$ cat config.mk
export PLATFORM = sky130hd
export DESIGN_NAME = spi_slave_cmd_ctrl
export DESIGN_NICKNAME = d
export VERILOG_FILES = /design/src/rtl/spi_slave_cmd_ctrl_pkg.sv /design/src/rtl/spi_slave_cmd_ctrl_regfile.sv /design/src/rtl/spi_slave_cmd_ctrl.sv
export SDC_FILE = /design/constraint.sdc
export NUM_CORES = 1
export LEC_CHECK = 0
export CORE_ASPECT_RATIO = 0.8
export CORE_MARGIN = 4
export CORE_UTILIZATION = 55
export CTS_CLUSTER_DIAMETER = 120
export CTS_CLUSTER_SIZE = 40
export DETAILED_ROUTE_END_ITERATION = 12
export GPL_ROUTABILITY_DRIVEN = 1
export PLACE_DENSITY = 0.82
export SLEW_MARGIN = 25
export SYNTH_ARGS = -nofsm -noshare
export SYNTH_HDL_FRONTEND = slang
export SYNTH_HIERARCHICAL = 1
export SYNTH_SLANG_ARGS = --single-unit
$ cat constraint.sdc
create_clock -name clk_12MHz -period 5.2 [get_ports clk_12MHz]
set_input_delay 1.3 -clock clk_12MHz [delete_from_list [all_inputs] [get_ports clk_12MHz]]
set_output_delay 1.3 -clock clk_12MHz [all_outputs]
set_load 0.01 [all_outputs]
$ cat src/rtl/spi_slave_cmd_ctrl_pkg.sv
// Shared definitions for the SPI slave command/register controller:
// FSM state encoding and the fixed bit/register positions used by the top.
package spi_slave_cmd_ctrl_pkg;

  typedef enum logic [1:0] {
    ST_IDLE    = 2'd0,
    ST_CMD     = 2'd1,
    ST_WR_DATA = 2'd2,
    ST_RD_DATA = 2'd3
  } state_t;

  // Bit of the command byte that selects write (1) or read (0)
  localparam int CMD_WR_BIT  = 7;
  // Register whose low nibble drives the board LEDs
  localparam int LED_REG     = 0;
  // Bit of a LED_REG write that clears the sticky address-error flag
  localparam int ERR_CLR_BIT = 7;

endpackage

$ cat src/rtl/spi_slave_cmd_ctrl_regfile.sv
// Small register file behind the SPI command controller: one synchronous
// write port, one combinational read port, and a hard-wired ID register in
// the top slot that ignores writes.
module spi_slave_cmd_ctrl_regfile
  import spi_slave_cmd_ctrl_pkg::*;
#(
  parameter int          NUM_REGS = 16,
  parameter int          ADDR_W   = 4,
  parameter logic [7:0]  ID_VALUE = 8'h5A
) (
  input  logic              clk_12MHz,
  input  logic              i_rst,
  input  logic              i_we,
  input  logic [ADDR_W-1:0] i_waddr,
  input  logic [7:0]        i_wdata,
  input  logic [ADDR_W-1:0] i_raddr,
  output logic [7:0]        o_rdata,
  output logic [3:0]        o_led
);

  localparam logic [ADDR_W-1:0] ID_ADDR = ADDR_W'(NUM_REGS - 1);

  logic [7:0] r_regs [NUM_REGS];

  // Storage: cleared on reset, written one byte per cycle; the ID slot is never written
  always_ff @(posedge clk_12MHz or posedge i_rst) begin
    if (i_rst) begin
      for (int i = 0; i < NUM_REGS; i++) begin
        r_regs[i] <= 8'h00;
      end
    end else if (i_we && (i_waddr != ID_ADDR)) begin
      r_regs[i_waddr] <= i_wdata;
    end
  end

  assign o_rdata = (i_raddr == ID_ADDR) ? ID_VALUE : r_regs[i_raddr];
  assign o_led   = r_regs[LED_REG][3:0];

endmodule

$ cat src/rtl/spi_slave_cmd_ctrl.sv
// Command/register controller behind the SPI slave byte engine. The first
// byte of each CS-low frame is a command (W/R bit plus 7-bit start address);
// later bytes are written to or read from the register file with address
// auto-increment. Holds the frame FSM, address counter, TX byte mux,
// completed-frame counter and the sticky address-error flag.
module spi_slave_cmd_ctrl
  import spi_slave_cmd_ctrl_pkg::*;
#(
  parameter int          NUM_REGS    = 16,
  parameter int          ADDR_W      = 4,
  parameter logic [7:0]  ID_VALUE    = 8'h5A,
  parameter logic [7:0]  STATUS_BYTE = 8'hA5,
  parameter logic [7:0]  FILL_BYTE   = 8'hFF
) (
  input  logic       clk_12MHz,
  input  logic       i_rst,
  input  logic       i_cs_active,
  input  logic       i_rx_valid,
  input  logic [7:0] i_rx_byte,
  output logic [7:0] o_tx_byte,
  output logic       o_tx_load,
  output logic [3:0] o_led,
  output logic       o_busy,
  output logic [7:0] o_xfer_cnt,
  output logic       o_addr_err
);

  localparam logic [7:0] NUM_REGS_L = 8'(NUM_REGS);

  state_t     r_state;
  logic [6:0] r_addr;
  logic [7:0] r_tx_byte;
  logic       r_tx_load;
  logic [7:0] r_xfer_cnt;
  logic       r_addr_err;

  logic       w_rx_accept;
  logic [6:0] w_rd_addr;
  logic       w_rd_in_range;
  logic [7:0] w_rd_data;
  logic [7:0] w_rd_byte;
  logic       w_wr_in_range;
  logic       w_wr_is_led;
  logic       w_we;
  logic [7:0] w_wdata;

  // A byte only counts while CS is still asserted; CS dropping wins over rx_valid
  assign w_rx_accept = i_rx_valid & i_cs_active;

  // Address of the byte to present next: the command's start address, or the following one
  always_comb begin
    w_rd_addr = r_addr + 7'd1;
    if (r_state == ST_CMD) begin
      w_rd_addr = i_rx_byte[6:0];
    end
  end

  assign w_rd_in_range = ({1'b0, w_rd_addr} < NUM_REGS_L);
  assign w_rd_byte     = w_rd_in_range ? w_rd_data : FILL_BYTE;

  assign w_wr_in_range = ({1'b0, r_addr} < NUM_REGS_L);
  assign w_wr_is_led   = (r_addr == 7'(LED_REG));
  assign w_we          = (r_state == ST_WR_DATA) && w_rx_accept && w_wr_in_range;

  // The error-clear bit of the LED register is a command, so it is never stored
  always_comb begin
    w_wdata = i_rx_byte;
    if (w_wr_is_led) begin
      w_wdata[ERR_CLR_BIT] = 1'b0;
    end
  end

  spi_slave_cmd_ctrl_regfile #(
    .NUM_REGS (NUM_REGS),
    .ADDR_W   (ADDR_W),
    .ID_VALUE (ID_VALUE)
  ) u_regfile (
    .clk_12MHz (clk_12MHz),
    .i_rst     (i_rst),
    .i_we      (w_we),
    .i_waddr   (r_addr[ADDR_W-1:0]),
    .i_wdata   (w_wdata),
    .i_raddr   (w_rd_addr[ADDR_W-1:0]),
    .o_rdata   (w_rd_data),
    .o_led     (o_led)
  );

  // Frame FSM with registered TX byte/load, address counter, frame counter and error flag
  always_ff @(posedge clk_12MHz or posedge i_rst) begin
    if (i_rst) begin
      r_state    <= ST_IDLE;
      r_addr     <= 7'd0;
      r_tx_byte  <= STATUS_BYTE;
      r_tx_load  <= 1'b0;
      r_xfer_cnt <= 8'd0;
      r_addr_err <= 1'b0;
    end else begin
      r_tx_load <= 1'b0;
      if (!i_cs_active) begin
        if (r_state != ST_IDLE) begin
          r_state    <= ST_IDLE;
          r_xfer_cnt <= r_xfer_cnt + 8'd1;
        end
      end else begin
        case (r_state)
          ST_IDLE: begin
            r_state   <= ST_CMD;
            r_tx_byte <= STATUS_BYTE;
            r_tx_load <= 1'b1;
          end
          ST_CMD: begin
            if (i_rx_valid) begin
              r_addr <= i_rx_byte[6:0];
              if (i_rx_byte[CMD_WR_BIT]) begin
                r_state <= ST_WR_DATA;
              end else begin
                r_state   <= ST_RD_DATA;
                r_tx_byte <= w_rd_byte;
                r_tx_load <= 1'b1;
                if (!w_rd_in_range) begin
                  r_addr_err <= 1'b1;
                end
              end
            end
          end
          ST_WR_DATA: begin
            if (i_rx_valid) begin
              r_addr <= r_addr + 7'd1;
              if (!w_wr_in_range) begin
                r_addr_err <= 1'b1;
              end else if (w_wr_is_led && i_rx_byte[ERR_CLR_BIT]) begin
                r_addr_err <= 1'b0;
              end
            end
          end
          ST_RD_DATA: begin
            if (i_rx_valid) begin
              r_addr    <= r_addr + 7'd1;
              r_tx_byte <= w_rd_byte;
              r_tx_load <= 1'b1;
              if (!w_rd_in_range) begin
                r_addr_err <= 1'b1;
              end
            end
          end
          default: r_state <= ST_IDLE;
        endcase
      end
    end
  end

  assign o_tx_byte  = r_tx_byte;
  assign o_tx_load  = r_tx_load;
  assign o_busy     = (r_state != ST_IDLE);
  assign o_xfer_cnt = r_xfer_cnt;
  assign o_addr_err = r_addr_err;

endmodule
Word level (Yosys, flattened, before mapping) --
Cells that the tools add are included.
Word-level totals: word-level logic and storage cells 99, output and inout port bits 23, flip-flop bits (word level) 155, bits of input ports 12
Cells by class: magnitude comparators 5, add/subtract/negate cells 2, bitwise operators 4, muxes and demuxes 35, reduce and logical (&&, ||, !) cells 18, equality and inequality tests 13
Operators by type and width (number):
- $bwmux W128 | 1
- $mux W8 | 8
- $bmux W8 S4 | 1
- $demux W8 S4 | 1
- $pmux W8 S3 | 1
- $mux W7 | 3
- $lt A7 B5 Y1 const B | 2
- $pmux W7 S2 | 1
- $mux W1 | 13
- $ge A5 B5 Y1 const B | 2
- $not A4 Y5 | 2
- $add A8 B1 Y8 const B | 1
- $ne A2 B2 Y1 const B | 4
- $add A7 B1 Y7 const B | 1
- $logic_not A7 Y1 | 1
- $reduce_and A7 Y1 | 1
- $mux W2 | 3
- $pmux W1 S3 | 2
- $reduce_bool A2 Y1 | 3
- $reduce_bool A3 Y1 | 2
- $logic_and A1 B1 Y1 | 5
- $lt A5 B1 Y1 const B | 1
- $reduce_and A5 Y1 | 1
- $eq A2 B2 Y1 const B | 2
- 15 further kinds | 15

Depth between registers and ports, before layout --
Gate-level depths: netlist of run 1.
depth in word-level cells 11, depth in mapped cells 13, mapped depth without buffers 9

By module --
Netlist of run 1, hierarchy kept.
By module, submodules not included:
- spi_slave_cmd_ctrl_regfile | area each 5655.4 µm², times used 1, cells each 380, seq. area each 3002.9 µm²
- spi_slave_cmd_ctrl | area each 1606.5 µm², times used 1, cells each 172, seq. area each 680.7 µm²

Least setup slack after synthesis of run 1 --
No wires, ideal clock.
kind in2reg, start input port i_rx_byte[1], end register r_tx_byte[6] (netlist: o_tx_byte[6]), arrival 2848 ps, stages 8, path buffers 2, data required time 5072 ps, slack 2224 ps, setup time 128 ps, path through mux2_1 buf_4 buf_4 mux4_2 a211oi_1 a31oi_1 a311oi_1 o31ai_1
Between the ends: word-level cells in the longest chain between the ends 10, elaborated cells between the ends (all ways) 13, those cells by class 1 x order compare; 1 x eq/ne; 10 x mux; 1 x bitwise
RTL lines:
- start, declared | RTL line spi_slave_cmd_ctrl.sv:19 | input logic [7:0] i_rx_byte,
- $mux W7 (*) | RTL line spi_slave_cmd_ctrl.sv:53 | if (r_state == ST_CMD) begin
- $not A4 Y5 (not written as such) | RTL line spi_slave_cmd_ctrl_regfile.sv:36 | assign o_rdata = (i_raddr == ID_ADDR) ? ID_VALUE : r_regs[i_raddr];
- $bmux W8 S4 | RTL line spi_slave_cmd_ctrl_regfile.sv:36
- $mux W8 (not written as such) (2 in series) | RTL line spi_slave_cmd_ctrl_regfile.sv:36
- $mux W8 (*) | RTL line spi_slave_cmd_ctrl_regfile.sv:36
- net w_rd_data[6] | RTL line spi_slave_cmd_ctrl.sv:40 | logic [7:0] w_rd_data;
- $mux W8 (*) | RTL line spi_slave_cmd_ctrl.sv:59 | assign w_rd_byte = w_rd_in_range ? w_rd_data : FILL_BYTE;
- $mux W8 | RTL line spi_slave_cmd_ctrl.sv:114 | if (i_rx_byte[CMD_WR_BIT]) begin
- $mux W8 | RTL line spi_slave_cmd_ctrl.sv:112 | if (i_rx_valid) begin
- $pmux W8 S3 (*) | RTL line spi_slave_cmd_ctrl.sv:105 | case (r_state)
- end signal, assigned | RTL line spi_slave_cmd_ctrl.sv:118 | r_tx_byte <= w_rd_byte;
- end signal, assigned | RTL line spi_slave_cmd_ctrl.sv:139 | r_tx_byte <= w_rd_byte;
- end, declared | RTL line spi_slave_cmd_ctrl.sv:32 | logic [7:0] r_tx_byte;
The timed path passes the listed nets; every way through them passes the cells marked *. The select of a mux whose other input is x is not followed. A chain may end at the register's enable or synchronous reset.

Final worst setup path of run 1 --
start register r_addr[0], end register r_tx_byte[3] (netlist: o_tx_byte[3])
Between the ends: word-level cells in the longest chain between the ends 11, elaborated cells between the ends (all ways) 14, those cells by class 1 x add/sub; 1 x order compare; 1 x eq/ne; 10 x mux; 1 x bitwise
RTL lines:
- start, declared | RTL line spi_slave_cmd_ctrl.sv:31 | logic [6:0] r_addr;
- start signal, assigned | RTL line spi_slave_cmd_ctrl.sv:113 | r_addr <= i_rx_byte[6:0];
- start signal, assigned | RTL line spi_slave_cmd_ctrl.sv:128 | r_addr <= r_addr + 7'd1;
- start signal, assigned | RTL line spi_slave_cmd_ctrl.sv:138 | r_addr <= r_addr + 7'd1;
- $add A7 B1 Y7 (*) | RTL line spi_slave_cmd_ctrl.sv:52 | w_rd_addr = r_addr + 7'd1;
- $mux W7 (*) | RTL line spi_slave_cmd_ctrl.sv:53
- net w_rd_addr[2] | RTL line spi_slave_cmd_ctrl.sv:38 | logic [6:0] w_rd_addr;
- $not A4 Y5 (not written as such) | RTL line spi_slave_cmd_ctrl_regfile.sv:36
- $bmux W8 S4 | RTL line spi_slave_cmd_ctrl_regfile.sv:36
- $mux W8 (not written as such) (2 in series) | RTL line spi_slave_cmd_ctrl_regfile.sv:36
- $mux W8 (*) | RTL line spi_slave_cmd_ctrl_regfile.sv:36
- net w_rd_data[3] | RTL line spi_slave_cmd_ctrl.sv:40
- $mux W8 (*) | RTL line spi_slave_cmd_ctrl.sv:59
- $mux W8 | RTL line spi_slave_cmd_ctrl.sv:114
- $mux W8 | RTL line spi_slave_cmd_ctrl.sv:112
- $pmux W8 S3 (*) | RTL line spi_slave_cmd_ctrl.sv:105
Marks and branches as above.

==> summary.md, run 1 <==
| Metric | Value |
|---|---|
| Worst path top cell family by delay | `compound AO/OA/AOI/OAI gates` |
| Top_reg_cell synth | `dfrtp_1` |
| Share of cells above drive strength 1 | `between 30% and 40%` |
| CTS Hold Bufs | `0` |
| Synth Area in Compound Gates | `7.56%` |
| Syn-to-layout area delta | `13.5%` |
| Core area | `12900 um^2` |
| Register bit count reported by yosys | `147` |
| Worst slew pin tran | `0.964 ns` |
| Fin crit share | `72.8%` |
| Initial antenna violation count | `0` |
| Worst-Skew Late Latency | `0.42 ns` |
| Worst Path Max Fanout | `15` |
| Main combinational cell family by area after synthesis | `multiplexers` |
| Peak VDD IR | `278 uV` |
| Crit end category | `flip-flop` |
| Syn Area/Cell | `about 13 um^2` |
| Fin nets | `between 500 and 600` |
| Global route overflow | `0` |
| Final WL | `16600 um` |
| Detailed Routing Iterations Pass 1 | `6` |
| Clk sinks | `approximately 150` |
| Via count | `around 4700` |
| Cell Chain, Critical Path | `ha_1 > xnor2_1 > o21ai_2 > buf_4 > mux4_2 > mux2i_1 > o21ai_0 > a311oi_1 > o31ai_1` |
| Register area share after synthesis | `50.7%` |
| Req. time, crit path | `5.49 ns` |
| Root Driver | `clkbuf_16` |
| Initial DRC count | `378` |
| Die Span X | `about 140 um` |
| Mux contribution to synthesized area | `28.5%` |
| Antenna violation net count after detailed routing | `0` |
| Vias per inst | `6.15` |
| Warnings, synthesis | `6` |
| Crit path DAT | `4.08 ns` |
| Reg clk slew, reported paths | `0.06 ns` |
| Die Span Y | `between 100 and 150 um` |
| Post-CTS sizing | `0` |
| Simple-gate portion of the synthesized area | `7.62%` |
| RSZ-0062 raised after global routing | `no` |
| Status | `complete, no violations` |
| Finished layout cell area | `8240 um^2` |
| Placement Cell Area | `7690 um^2` |
| Count of final setup violators | `0` |
| Hold Crit Class | `flip-flop to flip-flop` |
| Max Slew Vio Count | `0` |
| GR Util All Layers | `22.9%` |
| Syn_nets | `567` |
| Yosys cell types | `59` |
| Max Clk Rate | `264 MHz` |
| Vias in the first global route | `4832` |
| FP Rows | `37` |
| Nature of the critical path startpoint | `flip-flop` |
| Number of synthesized flops with an enable pin | `0` |
| Bufs on Longest Clock Path | `2` |
| Post-Synth XOR/XNOR Area | `1.09%` |
| First-pass GRT wire length | `around 27000 um` |
| Antenna cells | `0` |
| CTS tree | `done` |
| H-tree levels | `4` |
| Post-synth ARST share | `100%` |
| Top Ports | `35` |
| PortBufs | `34` |
| DR WL/cell | `21.7 um` |
| Lkg Pwr | `0.00384 uW` |
| Register area | `approximately 3700 um^2` |
| Setup bufs post-CTS | `0` |
| Drc violations | `0` |
| Cell area after synthesis | `7260 um^2` |
| Multi-input logic area | `3310 um^2` |
| Critical-path top delay cell | `o21ai_2` |
| Critical path buffers and inverters | `1` |
| Adder-cell area share of the yosys netlist | `0.517%` |
| Final worst path period need | `3.78 ns` |
| Synth Instances | `552` |
| Fillers | `960` |
| CTS Buf Count | `17` |
| Starting Density | `56.4%` |
| TNS Setup | `0 ns` |
| Hold Violations, Final | `0` |
| Skew final | `0.00947 ns` |
| Largest stage delay, worst path | `0.76 ns` |
| Worst relative slew slack | `35.7%` |
| Die ar. | `roughly 15000 um^2` |
| Pwr/cell area | `380 nW/um^2` |
| Crit Path Class | `flip-flop to flip-flop` |
| Max Cap Viol | `0` |
| Largest net degree at the start of global routing | `70` |
| Hpwl dp | `10800 um` |
| Placer Congestion | `0.895` |
## metal layers
| layer | up-vias | GRT usage, % | share of wire [%] | wire length, um |
|---|---|---|---|---|
| li1 | 2090 | - | - | - |
| met1 | 2446 | 31.4 | 42 | 7030 |
| met2 | 157 | 35.3 | 49 | 8120 |
| met3 | 25 | 6.81 | 7.0 | 1160 |
| met4 | 2 | 6.58 | 1.6 | 265 |
| met5 | - | 2.08 | 0.25 | 41 |
## cell usage after synthesis, types with 4 or more instances
master,count,share of area [%]
dfrtp_1,143,49
mux2_2,120,19
nand2_1,25,1.3
mux4_2,21,6.5
mux2i_1,20,2.8
a21oi_1,18,1.2
buf_4,14,1.4
o21ai_0,13,0.90
inv_1,12,0.62
clkbuf_1,11,0.57
nand3_1,11,0.76
nor2_1,11,0.57
nor2b_1,10,0.86
a31oi_1,9,0.78
nand2b_1,9,0.78
buf_2,7,0.48
nor2_2,6,0.52
o21ai_1,6,0.41
o22ai_1,6,0.52
xnor2_1,6,0.72
a211oi_1,4,0.41
a311oi_1,4,0.48
buf_6,4,0.62
dfstp_2,4,1.4
nand3b_1,4,0.41
o31ai_1,4,0.41
## through the flow
| stage | instances | setup WS (ns) | hold slack (ns) | total power (uW) | util [%] |
|---|---|---|---|---|---|
| after floorplan | 552 | 0.714 | 0.470 | 1810 | - |
| after global placement | 735 | 1.12 | 0.461 | 1990 | 59.7 |
| after detailed placement | 735 | 1.04 | 0.477 | 2020 | 59.8 |
| after CTS | 767 | 1.45 | 0.490 | 3150 | 64.0 |
| after global routing | 767 | 1.19 | 0.502 | 3260 | 64.0 |
| final | 767 | 1.42 | 0.482 | 3130 | 64.0 |
## final timing paths
path | depth (start not counted) | end | slack, ns | start
min in group asynchronous | 2 | o_xfer_cnt[7]$_DFFE_PP0P_ | 1.36 | i_rst
setup / recovery | 9 | o_tx_byte[3]$_DFFE_PP0P_ | 1.42 | r_addr[0]$_DFFE_PP0P_
hold / removal | 1 | o_xfer_cnt[7]$_DFFE_PP0P_ | 0.48 | o_xfer_cnt[7]$_DFFE_PP0P_
setup reg to reg | 9 | o_tx_byte[3]$_DFFE_PP0P_ | 1.42 | r_addr[0]$_DFFE_PP0P_
hold reg to reg | 1 | o_xfer_cnt[7]$_DFFE_PP0P_ | 0.48 | o_xfer_cnt[7]$_DFFE_PP0P_
max in group asynchronous | 3 | u_regfile/r_regs[114]$_DFFE_PP0P_ | 2.83 | i_rst
## report_power, final
part	total (uW)	switching [uW]	internal, uW
sequential	1310	103	1210
clock	1130	476	658
combinational	686	383	303
total	3130	962	2170
## layout make-up
class | count | area share [%]
clock buffer | 20 | 5.30
clock inverter | 12 | 1.34
inverter | 15 | 0.714
multi-input combinational | 353 | 40.2
sequential | 147 | 44.7
tap | 175 | 2.66
timing repair buffer | 45 | 5.13
## sequential cells by signal, summed over array words and instances (netlist names)
name and count:
u_regfile/r_regs 116, o_tx_byte 8, o_xfer_cnt 8, r_addr 7
u_regfile/o_led 4, r_state 2, o_addr_err 1, o_tx_load 1
## layout by cell type (no fill, tap or decap), types with 4 or more instances in the layout
cell	count
nand2_1	25
inv_2	4
clkinvlp_4	4
o31ai_1	4
nor2_1	11
dfstp_2	4
a311oi_1	4
inv_1	10
nand3b_1	4
mux4_2	21
dfrtp_1	143
a31oi_1	9
a21oi_1	18
clkbuf_16	17
buf_4	11
nor2b_1	10
o21ai_0	13
nand3_1	11
mux2i_1	20
mux2_2	121
o22ai_1	6
nand2b_1	9
xnor2_1	6
a211oi_1	4
clkdlybuf4s50_1	34
nor2_2	6
## logic make-up after synthesis
group / count (synthesis)
AOI/OAI and AO/OA: 81
xor gates and xnor gates: 9
adders and majority gates: 3
buffers and inverters: 52
DFF: 147
muxes: 164
and+or+nand+nor: 96
## worst register-to-register path: stages (launching register included)
cell and delay (ns):
dfrtp_1 0.72, ha_1 0.38, xnor2_1 0.12, o21ai_2 0.76, buf_4 0.41, mux4_2 0.36, mux2i_1 0.38, o21ai_0 0.15
a311oi_1 0.27, o31ai_1 0.10
Note: power is estimated with default switching activity, not from simulation.
==> run 2, diff against run 1 <==
Clock period 5.2 ns to 3.9 ns, I/O delays scaled along.
==> run 2 against run 1 <==
- flip-flop and latch count unchanged
- non-clock buffer count rose by 7
- clock power up 45%
- clock skew rose by 0.00073 ns
- wire length up 4.2%
- die area unchanged
- first-iteration DRC count increased by 35%
- core utilization increased by 0.96 points
- critical endpoint is now o_tx_byte[6]$_DFFE_PP0P_
- largest cell class unchanged
- largest power group unchanged
- highest routed layer is now met4
==> summary.md, run 2 (same netlist as run 1, synthesis figures left out) <==
| Metric | Value |
|---|---|
| Status | `complete, no violations` |
| Psw | `1290 uW (+34%)` |
| Setup WS pre-CTS | `0.255 ns (-0.785 ns)` |
| RSZ-0062 raised after global routing | `no` |
| Syn-to-layout area delta | `15.2%` |
| Crit path DAT | `3.70 ns (-0.38 ns)` |
| Utilization after layout | `65.0% (+0.96 points)` |
| Final worst path period need | `3.42 ns (-0.362 ns)` |
| Lkg Pwr | `0.00391 uW (+1.9%)` |
| Max Cap Viol | `0 (unchanged)` |
| Commonest non-fill, non-tap cell in the layout | `dfrtp_1` |
| Hpwl dp | `11200 um (+3.3%)` |
| Die Span Y | `111 um (unchanged)` |
| Most frequent cells in the layout | `dfrtp_1 (143), mux2_2 (121), clkdlybuf4s50_1 (34)` |
| Initial antenna violation count | `0 (unchanged)` |
| Seq pwr share | `39.9% (-2.0 points)` |
| Largest stage delay, worst path | `0.66 ns (-0.10 ns)` |
| Combinational Power Share | `22.6% (+0.7 points)` |
| Largest net degree at the start of global routing | `121 (+73%)` |
| Layout Cells excl Fill | `772 (+0.65%)` |
| GR Util All Layers | `24.0% (+1.1 points)` |
| Peak VDD IR | `456 uV (+64%)` |
| DR WL/cell | `22.4 um (+3.5%)` |
| Worst relative slew slack | `49.7% (+14 points)` |
| Starting Density | `56.4% (unchanged)` |
| Final WL | `17300 um (+4.2%)` |
| Pwr/cell area | `523 nW/um^2 (+37%)` |
| Fin nets | `601 (+1.2%)` |
| Share of cells above drive strength 1 | `37.0% (+0.70 points)` |
| Skew final | `0.0102 ns (+0.000728 ns)` |
| Setup bufs post-CTS | `0 (unchanged)` |
| Nature of the critical path startpoint | `flip-flop` |
| Hold Crit Class | `flip-flop to flip-flop` |
| Register area | `3680 um^2 (unchanged)` |
| Placer Congestion | `0.945 (+5.7%)` |
| Via count | `4843 (+2.6%)` |
| Worst Path Max Fanout | `39 (+24)` |
| Bufs on Longest Clock Path | `2 (unchanged)` |
| Worst-Skew Late Latency | `0.41 ns (about the same)` |
| Count of final setup violators | `0 (unchanged)` |
| Switching Share | `29.5% (-1.2 points)` |
| CTS Buf Count | `17 (unchanged)` |
| First-pass GRT wire length | `27800 um (+5.0%)` |
| Antenna cells | `0 (unchanged)` |
| Multi-input logic area | `3300 um^2 (-0.34%)` |
| Crit end category | `flip-flop` |
| H-tree levels | `4 (unchanged)` |
| PortBufs | `34 (unchanged)` |
| Setup slack after layout | `0.477 ns (-0.938 ns)` |
| Critical-path top delay cell | `nor2b_2` |
| CTS tree | `done` |
| TNS Setup | `0 ns (unchanged)` |
| Core area | `12900 um^2 (unchanged)` |
| Max reg flops | `116 (unchanged)` |
| Hold Violations, Final | `0 (unchanged)` |
| Top Ports | `35 (unchanged)` |
| Clk sinks | `147 (unchanged)` |
| Worst slew pin tran | `0.750 ns (-0.214 ns)` |
| Detailed Routing Iterations Pass 1 | `5 (-1)` |
| Cell Chain, Critical Path | `nor2b_2 > mux2_2 > buf_12 > mux4_1 > nor2b_1 > a211oi_1 > a31oi_1 > a311oi_1 > o31ai_1` |
| Antenna violation net count after detailed routing | `0 (unchanged)` |
| Drc violations | `0 (unchanged)` |
| Reg clk slew, reported paths | `0.06 ns (about the same)` |
| DP Cell Count | `742 (+0.95%)` |
| Die ar. | `15100 um^2 (unchanged)` |
| Vias in the first global route | `4987 (+3.2%)` |
| Reg with most FFs | `u_regfile/r_regs` |
| Req. time, crit path | `4.18 ns (-1.31 ns)` |
| FP Rows | `37 (unchanged)` |
| Crit Path Class | `flip-flop to flip-flop` |
| Max Slew Vio Count | `0 (unchanged)` |
| Die Span X | `136 um (unchanged)` |
| Global route overflow | `0 (unchanged)` |
| Fillers | `932 (-2.9%)` |
| Pint | `3080 uW (+42%)` |
| CTS Hold Bufs | `0 (unchanged)` |
| Post-CTS sizing | `0 (unchanged)` |
| Tightest hold margin | `0.484 ns (+0.00231 ns)` |
| Clock Power Share | `37.5% (+1.3 points)` |
| Vias per inst | `6.27 (+1.9%)` |
| Initial DRC count | `509 (+35%)` |
| Root Driver | `clkbuf_16` |
| Max Clk Rate | `292 MHz (+11%)` |
| Fin crit share | `87.8% (+15 points)` |
==> run 2: worst paths after layout <==
kind	slack (ns)	cells after the start	startpoint	to
max reg2reg	0.48	9	r_state[0]$_DFFE_PP0P_	o_tx_byte[6]$_DFFE_PP0P_
max in group asynchronous	2.26	3	i_rst	u_regfile/r_regs[81]$_DFFE_PP0P_
max	0.48	9	r_state[0]$_DFFE_PP0P_	o_tx_byte[6]$_DFFE_PP0P_
min reg2reg	0.48	1	o_xfer_cnt[7]$_DFFE_PP0P_	o_xfer_cnt[7]$_DFFE_PP0P_
min in group asynchronous	1.04	2	i_rst	o_xfer_cnt[7]$_DFFE_PP0P_
min	0.48	1	o_xfer_cnt[7]$_DFFE_PP0P_	o_xfer_cnt[7]$_DFFE_PP0P_
==> run 2: layout make-up <==
| type | instances | share of cell area [%] |
|---|---|---|
| Inverter | 15 | 0.718 |
| Sequential cell | 147 | 44.0 |
| Tap cell | 175 | 2.62 |
| Clock buffer | 20 | 5.46 |
| Multi-Input combinational cell | 353 | 39.4 |
| Timing Repair Buffer | 52 | 6.13 |
| Clock inverter | 10 | 1.60 |
==> run 2: critical path: cells and delay by family (launching register included) <==
kind	cells	cell delay (ns)
flip-flops	1	0.54
multiplexers	2	0.89
buffers and inverters	1	0.27
AND/OR/NAND/NOR	2	0.80
AO/OA/AOI/OAI	4	0.76
==> run 2: power by group through the flow <==
stage | sequential [uW] | clock (uW) | combinational [uW]
final | 1750 | 1640 | 989
after global routing | 1760 | 1730 | 1060
after CTS | 1740 | 1660 | 986
after detailed placement | 1760 | 0 | 975
after global placement | 1760 | 0 | 950
after floorplan | 1730 | 0 | 685
==> run 2: routing by layer <==
layer  up-vias  share of wire [%]  GRT usage (%)  wire length, um
li1       2100                  -              -                -
met1      2529                 43           34.0             7380
met2       191                 49           37.4             8430
met3        23                7.4           6.67             1280
met4         0                1.3           4.50              233
met5         -                  0              0                0
==> run 2: metrics by stage <==
stage | total power, uW | instance area (um^2)
5_1_grt | 4540 | 8370
2_1_floorplan | 2420 | 7270
4_1_cts | 4380 | 8370
3_5_place_dp | 2740 | 7770
6_report | 4370 | 8370
3_3_place_gp | 2710 | 7770
==> run 3, diff against run 2 <==
Settings changed: PLACE_DENSITY 0.82 to unset, PLACE_DENSITY_LB_ADDON set to 0.25.
==> run 3 against run 2 <==
- register-to-register slack got worse by 0.04 ns
- worst hold slack got worse by 0.013 ns
- global-route usage decreased by 0.53 points
- combinational power decreased by 0.5%
- clock power decreased by 2%
- via count decreased by 2.3%
- largest cell class unchanged
- highest routed layer unchanged
==> summary.md, run 3 (same netlist as run 1, synthesis figures left out) <==
| Metric | Value |
|---|---|
| Status | `complete, no violations` |
| Setup bufs post-CTS | `0 (unchanged)` |
| Fin nets | `603 (+0.33%)` |
| Clk sinks | `147 (unchanged)` |
| Worst slew pin tran | `1.03 ns (+0.285 ns)` |
| Reg with most FFs | `u_regfile/r_regs` |
| Reg2reg end | `o_tx_byte[7]$_DFFE_PP1P_` |
| CTS Hold Bufs | `0 (unchanged)` |
| Hpwl dp | `11300 um (+1.1%)` |
| Multi-input logic area | `3310 um^2 (+0.23%)` |
| Top Ports | `35 (unchanged)` |
| CTS Buf Count | `17 (unchanged)` |
| Antenna violation net count after detailed routing | `0 (unchanged)` |
| Share of cells above drive strength 1 | `37.4% (+0.42 points)` |
| Global route overflow | `0 (unchanged)` |
| Peak VDD IR | `316 uV (-31%)` |
| First-pass GRT wire length | `27300 um (-2.0%)` |
| Pint | `3000 uW (-2.5%)` |
| Initial antenna violation count | `0 (unchanged)` |
| Core area | `12900 um^2 (unchanged)` |
| Die ar. | `15100 um^2 (unchanged)` |
| Register area | `3680 um^2 (unchanged)` |
| Switching Share | `30.2% (+0.71 points)` |
| Reg clk slew, reported paths | `0.06 ns (about the same)` |
| Hold path startpoint | `o_xfer_cnt[7]$_DFFE_PP0P_` |
| Post-CTS sizing | `0 (unchanged)` |
| Worst Hold Path EP | `o_xfer_cnt[7]$_DFFE_PP0P_` |
| Largest net degree at the start of global routing | `84 (-31%)` |
| Setup slack, reg-to-reg | `0.44 ns (-0.04 ns)` |
| Crit Path Class | `flip-flop to flip-flop` |
| Final worst path period need | `3.46 ns (+0.0364 ns)` |
| CTS tree | `done` |
| Count of final setup violators | `0 (unchanged)` |
| Req. time, crit path | `4.23 ns (+0.05 ns)` |
| Final WL | `16900 um (-2.5%)` |
| Seq pwr share | `40.1% (+0.2 points)` |
| Hold Crit Class | `flip-flop to flip-flop` |
| Vias per inst | `6.10 (-2.8%)` |
| Max Slew Vio Count | `0 (unchanged)` |
| Combinational Power Share | `22.9% (+0.3 points)` |
| Worst-Skew Late Latency | `0.42 ns (about the same)` |
| Syn-to-layout area delta | `15.2% (about the same)` |
| Die Span Y | `111 um (unchanged)` |
| Largest stage delay, worst path | `0.69 ns (+0.03 ns)` |
| Detailed Routing Iterations Pass 1 | `7 (+2)` |
| RSZ-0062 raised after global routing | `no` |
| Root Driver | `clkbuf_16` |
| Most frequent cells in the layout | `dfrtp_1 (143), mux2_2 (121), clkdlybuf4s50_1 (34)` |
| GR Util All Layers | `23.4% (-0.53 points)` |
| Worst R2R Start | `r_state[0]$_DFFE_PP0P_` |
| Starting Density | `56.4% (unchanged)` |
| Clock Power Share | `37.1% (-0.4 points)` |
| Cell Chain, Critical Path | `nor2b_2 > nand2_1 > o21ai_2 > buf_4 > mux4_2 > nor2b_1 > a211oi_1 > a21oi_1 > inv_1 > a31oi_1` |
| Crit end category | `flip-flop` |
| Setup slack after layout | `0.441 ns (-0.0364 ns)` |
| Max Cap Viol | `0 (unchanged)` |
| Placer Congestion | `0.889 (-5.9%)` |
| Antenna cells | `0 (unchanged)` |
| Lkg Pwr | `0.00390 uW (-0.26%)` |
| Commonest non-fill, non-tap cell in the layout | `dfrtp_1` |
| R2R cell count | `10 (+1)` |
| PortBufs | `34 (unchanged)` |
| Die Span X | `136 um (unchanged)` |
| Fillers | `992 (+6.4%)` |
| Psw | `1300 uW (+0.84%)` |
| Crit path DAT | `3.79 ns (+0.09 ns)` |
| TNS Setup | `0 ns (unchanged)` |
| Setup WS pre-CTS | `0.306 ns (+0.0506 ns)` |
| Worst Path Max Fanout | `18 (-54%)` |
| Hold Crit Depth | `1 (unchanged)` |
| Bufs on Longest Clock Path | `2 (unchanged)` |
| Drc violations | `0 (unchanged)` |
| Skew final | `0.00886 ns (-0.00134 ns)` |
| Vias in the first global route | `4770 (-4.4%)` |
| H-tree levels | `4 (unchanged)` |
| Critical-path top delay cell | `nor2b_2` |
| Pwr/cell area | `515 nW/um^2 (-1.5%)` |
| Max Clk Rate | `289 MHz (-1.1%)` |
| Nature of the critical path startpoint | `flip-flop` |
| Max reg flops | `116 (unchanged)` |
| Initial DRC count | `380 (-25%)` |
| Fin crit share | `88.7% (+0.93 points)` |
| DR WL/cell | `21.8 um (-3.0%)` |
| Worst relative slew slack | `31.0% (-19 points)` |
| Via count | `4734 (-2.3%)` |
| Hold Violations, Final | `0 (unchanged)` |
| FP Rows | `37 (unchanged)` |
[run 3: power groups by stage]
stage                     combinational (uW)  clock, uW  sequential [uW]
after detailed placement                 978          0             1750
after CTS                                983       1620             1720
final                                    984       1600             1720
after floorplan                          685          0             1730
after global routing                    1060       1690             1740
after global placement                   955          0             1740
[run 3: worst max-delay path: cells and delay by family (launching register included)]
kind                   cells  cell delay, ns
muxes                      1            0.30
and+or+nand+nor            3            1.01
AOI/OAI and AO/OA          4            1.10
buffers and inverters      2            0.42
DFF                        1            0.53
[run 3: how the worst max path moves through the flow]
stage | depth (start not counted) | startpoint | to
2_1_floorplan | 8 | i_rx_byte[1] | o_tx_byte[6]$_DFFE_PP0P_
3_3_place_gp | 10 | i_rx_byte[2] | o_tx_byte[7]$_DFFE_PP1P_
3_5_place_dp | 8 | i_cs_active | u_regfile/r_regs[25]$_DFFE_PP0P_
4_1_cts | 10 | r_state[0]$_DFFE_PP0P_ | o_tx_byte[7]$_DFFE_PP1P_
5_1_grt | 10 | r_state[0]$_DFFE_PP0P_ | o_tx_byte[7]$_DFFE_PP1P_
6_report | 10 | r_state[0]$_DFFE_PP0P_ | o_tx_byte[7]$_DFFE_PP1P_
[run 3: routing by layer]
layer,vias to the layer above,GRT usage [%],part of all wire (%)
met1,2463,36.0,47
met2,147,35.1,47
met4,0,4.63,0.88
met3,16,4.40,5.2
li1,2108,-,-
met5,-,0,0
[run 3: per-stage QoR]
step,std cells,hold slack [ns],total power [uW],area [um^2],utilization (%)
global route,776,0.494,4500,8360,65.0
global placement,744,0.461,2700,7780,60.4
detailed placement,744,0.471,2730,7780,60.5
CTS,776,0.482,4330,8360,65.0
finish,776,0.471,4310,8360,65.0
floorplan,552,0.470,2420,7270,-
[run 3: final cells by class]
class                           count  area share [%]
Sequential cell                   147            44.0
Inverter                           15           0.718
Clock buffer                       19            5.30
Clock inverter                     13            1.62
Timing Repair Buffer               54            6.16
Tap cell                          175            2.62
Multi-Input combinational cell    353            39.5
